File: config.mk
export PLATFORM = sky130hd
export DESIGN_NAME = operand_src
export DESIGN_NICKNAME = d
export VERILOG_FILES = /design/src/rtl/operand_src.sv
export SDC_FILE = /design/constraint.sdc
export NUM_CORES = 1
export LEC_CHECK = 0
export CORE_MARGIN = 1.5
export CORE_UTILIZATION = 51
export DETAILED_ROUTE_END_ITERATION = 7
export PLACE_DENSITY_LB_ADDON = 0.1
export SLEW_MARGIN = 20
export SYNTH_ARGS = -nofsm -noshare
export SYNTH_HDL_FRONTEND = slang
export SYNTH_SLANG_ARGS = --single-unit
File: constraint.sdc
create_clock -name clk -period 3.1 [get_ports clk]
set_clock_uncertainty 0.05 [all_clocks]
set_input_delay 0.31 -clock clk [delete_from_list [all_inputs] [get_ports clk]]
set_output_delay 0.31 -clock clk [all_outputs]
set_load 0.02 [all_outputs]
File: src/rtl/operand_src.sv
// Operand pair source: small FIFO feeding a paced IDLE/RUN/WAIT emitter onto registered a_o/b_o.
// Define OPERAND_SRC_LFSR_EN to emit 16-bit LFSR operands whenever RUN finds the FIFO empty (WIDTH must be 8).
module operand_src #(
    parameter int WIDTH = 8,
    parameter int DEPTH = 4
) (
    input  logic                       clk,
    input  logic                       rst,
    input  logic                       start_i,
    input  logic                       stop_i,
    input  logic [3:0]                 interval_i,
    input  logic                       push_valid_i,
    output logic                       push_ready_o,
    input  logic [WIDTH-1:0]           push_a_i,
    input  logic [WIDTH-1:0]           push_b_i,
    output logic [WIDTH-1:0]           a_o,
    output logic [WIDTH-1:0]           b_o,
    output logic                       out_valid_o,
    output logic                       busy_o,
    output logic [$clog2(DEPTH):0]     count_o,
    output logic [1:0]                 state_o
);
    localparam int AW = $clog2(DEPTH);
    localparam int CW = AW + 1;

    // Push side: a pair moves when push_valid_i and push_ready_o are both high at a rising edge.
    // push_ready_o depends only on registered occupancy, so a pop never frees a slot in the same cycle.
    typedef enum logic [1:0] {
        S_IDLE = 2'd0,
        S_RUN  = 2'd1,
        S_WAIT = 2'd2
    } state_t;

    state_t               state_q, state_d;
    logic [3:0]           wait_cnt_q, wait_cnt_d;
    logic [AW-1:0]        rd_ptr_q, rd_ptr_d;
    logic [AW-1:0]        wr_ptr_q, wr_ptr_d;
    logic [CW-1:0]        count_q, count_d;
    logic [WIDTH-1:0]     a_q, a_d;
    logic [WIDTH-1:0]     b_q, b_d;
    logic                 out_valid_q, out_valid_d;
    logic [2*WIDTH-1:0]   mem_q [DEPTH];
    logic                 push_ready;
    logic                 push_fire;
    logic                 pop_fire;
    logic                 emit;
`ifdef OPERAND_SRC_LFSR_EN
    logic [15:0]          lfsr_q, lfsr_d;
`endif

    assign push_ready = (count_q < CW'(DEPTH));
    assign push_fire  = push_valid_i && push_ready;

    always_comb begin
        state_d     = state_q;
        wait_cnt_d  = wait_cnt_q;
        a_d         = a_q;
        b_d         = b_q;
        pop_fire    = 1'b0;
        emit        = 1'b0;
`ifdef OPERAND_SRC_LFSR_EN
        lfsr_d      = lfsr_q;
`endif
        // stop_i wins over everything and freezes FIFO, counter and outputs.
        if (stop_i) begin
            state_d = S_IDLE;
        end else begin
            case (state_q)
                S_IDLE: begin
                    if (start_i) state_d = S_RUN;
                end
                S_RUN: begin
                    if (count_q != '0) begin
                        pop_fire   = 1'b1;
                        emit       = 1'b1;
                        {a_d, b_d} = mem_q[rd_ptr_q];
                    end
`ifdef OPERAND_SRC_LFSR_EN
                    else begin
                        emit   = 1'b1;
                        a_d    = WIDTH'(lfsr_q[15:8]);
                        b_d    = WIDTH'(lfsr_q[7:0]);
                        lfsr_d = {lfsr_q[14:0], lfsr_q[15] ^ lfsr_q[13] ^ lfsr_q[12] ^ lfsr_q[10]};
                    end
`endif
                    if (emit && interval_i != 4'd0) begin
                        state_d    = S_WAIT;
                        wait_cnt_d = interval_i;
                    end
                end
                S_WAIT: begin
                    wait_cnt_d = wait_cnt_q - 4'd1;
                    if (wait_cnt_q == 4'd1) state_d = S_RUN;
                end
                default: state_d = S_IDLE;
            endcase
        end
        out_valid_d = emit;
        rd_ptr_d    = rd_ptr_q + AW'(pop_fire);
        wr_ptr_d    = wr_ptr_q + AW'(push_fire);
        case ({push_fire, pop_fire})
            2'b10:   count_d = count_q + CW'(1);
            2'b01:   count_d = count_q - CW'(1);
            default: count_d = count_q;
        endcase
    end

    always_ff @(posedge clk) begin
        if (rst) begin
            state_q     <= S_IDLE;
            wait_cnt_q  <= '0;
            rd_ptr_q    <= '0;
            wr_ptr_q    <= '0;
            count_q     <= '0;
            a_q         <= '0;
            b_q         <= '0;
            out_valid_q <= 1'b0;
`ifdef OPERAND_SRC_LFSR_EN
            lfsr_q      <= 16'hACE1;
`endif
        end else begin
            state_q     <= state_d;
            wait_cnt_q  <= wait_cnt_d;
            rd_ptr_q    <= rd_ptr_d;
            wr_ptr_q    <= wr_ptr_d;
            count_q     <= count_d;
            a_q         <= a_d;
            b_q         <= b_d;
            out_valid_q <= out_valid_d;
`ifdef OPERAND_SRC_LFSR_EN
            lfsr_q      <= lfsr_d;
`endif
        end
    end

    // Storage needs no reset; occupancy and pointers define what is valid.
    always_ff @(posedge clk) begin
        if (!rst && push_fire) mem_q[wr_ptr_q] <= {push_a_i, push_b_i};
    end

    assign push_ready_o = push_ready;
    assign a_o          = a_q;
    assign b_o          = b_q;
    assign out_valid_o  = out_valid_q;
    assign busy_o       = (state_q != S_IDLE);
    assign count_o      = count_q;
    assign state_o      = state_q;
endmodule

==> metrics <==
status complete, no violations; crit path max fanout 18; Worst Max-Slew Pin Slew 818.9 ps; CTS Buf Count 9; initial antenna violation count 0; Die Y 88.75 µm; num rows 31; crit path DAT 2920 ps; Tcrit/Tclk final 86.64%; critical path capture point type flop; Hold Vio Cnt, Final 0; final RePlAce weighted congestion 0.7905; die area 7876 µm²; worst path cell trace inv_1, ha_1, or3b_1, clkinv_8, ha_1, inv_1, fa_1, xor2_1, or3_1, a21oi_1; vias post-DR about 2100; setup bufs post-CTS 0; first-pass GRT wire length 9915 µm; top post-synthesis cells by area edfxtp_1, dfxtp_1, mux4_2; Starting Density between 50% and 60%; post-synthesis cell type count 35; ANT cells 0; internal power 1.855 mW; TritonCTS clock tree yes; GRT Overall Usage 17.50%; # DRC 0; Slew HR approximately 45%; Hold Buf Count CTS 0; most frequent cells after synthesis edfxtp_1, nand2_1, dfxtp_1, a21oi_1, mux4_2; post-layout power 2.378 mW; Critical Path RT 3330 ps; Worst-Skew Late Latency 350 ps; ANT nets after route 0; Core Footprint between 7000 and 8000 µm²; share of the yosys chip area belonging to registers approximately two thirds; routed length per instance 15.27 µm; Net Sw Frac 21.99%; IO Count between 40 and 50; Comb power frac under 10%; Syn Nets 289; clock power share roughly a third; EDFF count, synth 64; Synth Register Bits 94; PD cells approximately 520 nW/µm²; vias in the first global route 1989; final slew viol count 0; max-cap viol count 0; port bufs 48; Max Freq 0.3723 GHz; Max VDD drop 0.0003038 V; final-report setup violation count 0; DR pass1 iterations 4; area growth from synthesis to layout 21.55%; vias per inst 5.111; RSZ-0062 raised after global routing no; largest net degree at the start of global routing 33; CTS clock-pin slew for the worst setup and hold paths 90 ps; cell at the slowest stage of the critical path or3b_1; top cell type's share of synthesized area 51.25%; setup_tns 0 ps; async set-reset flop share out of synthesis 0%; final wirelength 6337 µm; H-tree depth 3; Initial DRC Count 144; NetSw 523.0 µW; Syn Area/Cell 14.82 µm²; most frequent cell after synthesis edfxtp_1; Synth warnings 0; Clock Sinks 94; synthesized area 3750 µm²; Yosys top cell by area edfxtp_1; Die Wd 88.75 µm; Main synth FF type edfxtp_1; class of the worst hold path reg2reg; Final Critical Period 2686 ps; root cell of the clock tree clkbuf_8; r2r setup slk 410 ps; post-cts resize count 0; clock buffer depth 2; HPWL Detailed just over 4000 µm; grt total ovfl 0; Leak 1.495 nW; crit path launch type flop; layout cells sized above 1 14.24%; Crit path largest cell delay 480 ps; Seq pwr share around three fifths; type of the worst setup path reg2reg; Total Nets Final 347; Cells after Synth ~250
critical path, delay by kind of cell, from the launching register on:
kind                     cells  cell delay (ps)
AO/OA/AOI/OAI                1              140
XOR/XNOR                     1              160
adder cells (fa/ha/maj)      3              800
buffers and inverters        3              310
flip-flops                   1              360
AND/OR/NAND/NOR              2              800
metal layers:
metal	up-vias	track usage [%]	routed length [µm]
li1	1038	-	-
met1	1032	25.33	3026
met2	46	26.10	2959
met3	5	4.664	273
met4	0	5.540	77
met5	-	0	0
through the flow:
stage / area (µm²) / std cells / utilization [%] / worst slack (ps) / hold slack [ps]
2_1_floorplan: 3750 / 253 / - / 213.7 / 358.9
4_1_cts: 4558 / 415 / 63.52 / 395.1 / 407.7
5_1_grt: 4558 / 415 / 63.52 / 219.1 / 423.3
3_3_place_gp: 4372 / 399 / 60.92 / 336.1 / 392.0
3_5_place_dp: 4372 / 399 / 60.92 / 249.3 / 395.5
6_report: 4558 / 415 / 63.52 / 414.3 / 404.3
kinds of logic after synthesis:
group | Yosys count | synth area share, %
flip-flops | 94 | 67.27
AND/OR/NAND/NOR | 65 | 7.908
AO/OA/AOI/OAI | 34 | 5.706
buffers and inverters | 25 | 3.604
multiplexers | 20 | 10.71
adder cells (fa/ha/maj) | 11 | 3.871
XOR/XNOR | 4 | 0.9344
final cells by class:
cell class,count,area (µm²)
Inverter,14,65.06
Tap cell,99,123.9
Clock inverter,4,51.30
Fill cell,551,2618
Multi-Input combinational cell,134,1105
Sequential cell,94,2522
Clock buffer,12,135.1
Timing Repair Buffer,58,555.5
worst paths after layout:
kind	start	to	cells past startpoint
setup / recovery	state_o[1]	count_o[2]	10
hold / removal	b_o[1]	b_o[1]	2
setup reg to reg	state_o[1]	count_o[2]	10
hold reg to reg	b_o[1]	b_o[1]	2
sequential cells by signal, indices dropped and copies added, names as in the netlist:
signal	cells
count_o	3
out_valid_o	1
mem_q	64
a_o	8
wait_cnt_q	4
b_o	8
state_o	2
wr_ptr_q	2
rd_ptr_q	2
power by group through the flow:
stage | combinational [mW] | clock [mW] | sequential [mW]
3_3_place_gp | 0.203 | 0 | 1.43
6_report | 0.206 | 0.772 | 1.40
2_1_floorplan | 0.103 | 0 | 1.44
3_5_place_dp | 0.206 | 0 | 1.43
4_1_cts | 0.209 | 0.792 | 1.40
5_1_grt | 0.224 | 0.839 | 1.41
cells in the final DEF (no fill, tap or decap), types with 2 or more instances in the layout:
cell	n
mux2i_1	3
inv_1	13
dfxtp_1	30
mux4_2	16
a21bo_1	2
xnor2_1	2
clkbuf_1	3
buf_4	10
nor3_1	2
a21oi_1	22
nor2b_1	2
clkbuf_8	9
ha_1	10
o21ai_0	5
edfxtp_1	64
nor4_2	2
o31ai_1	2
nand2_1	38
xor2_1	2
nand2b_1	3
clkdlybuf4s50_1	48
nor2_1	11
Power figures use the tool's default switching activity.
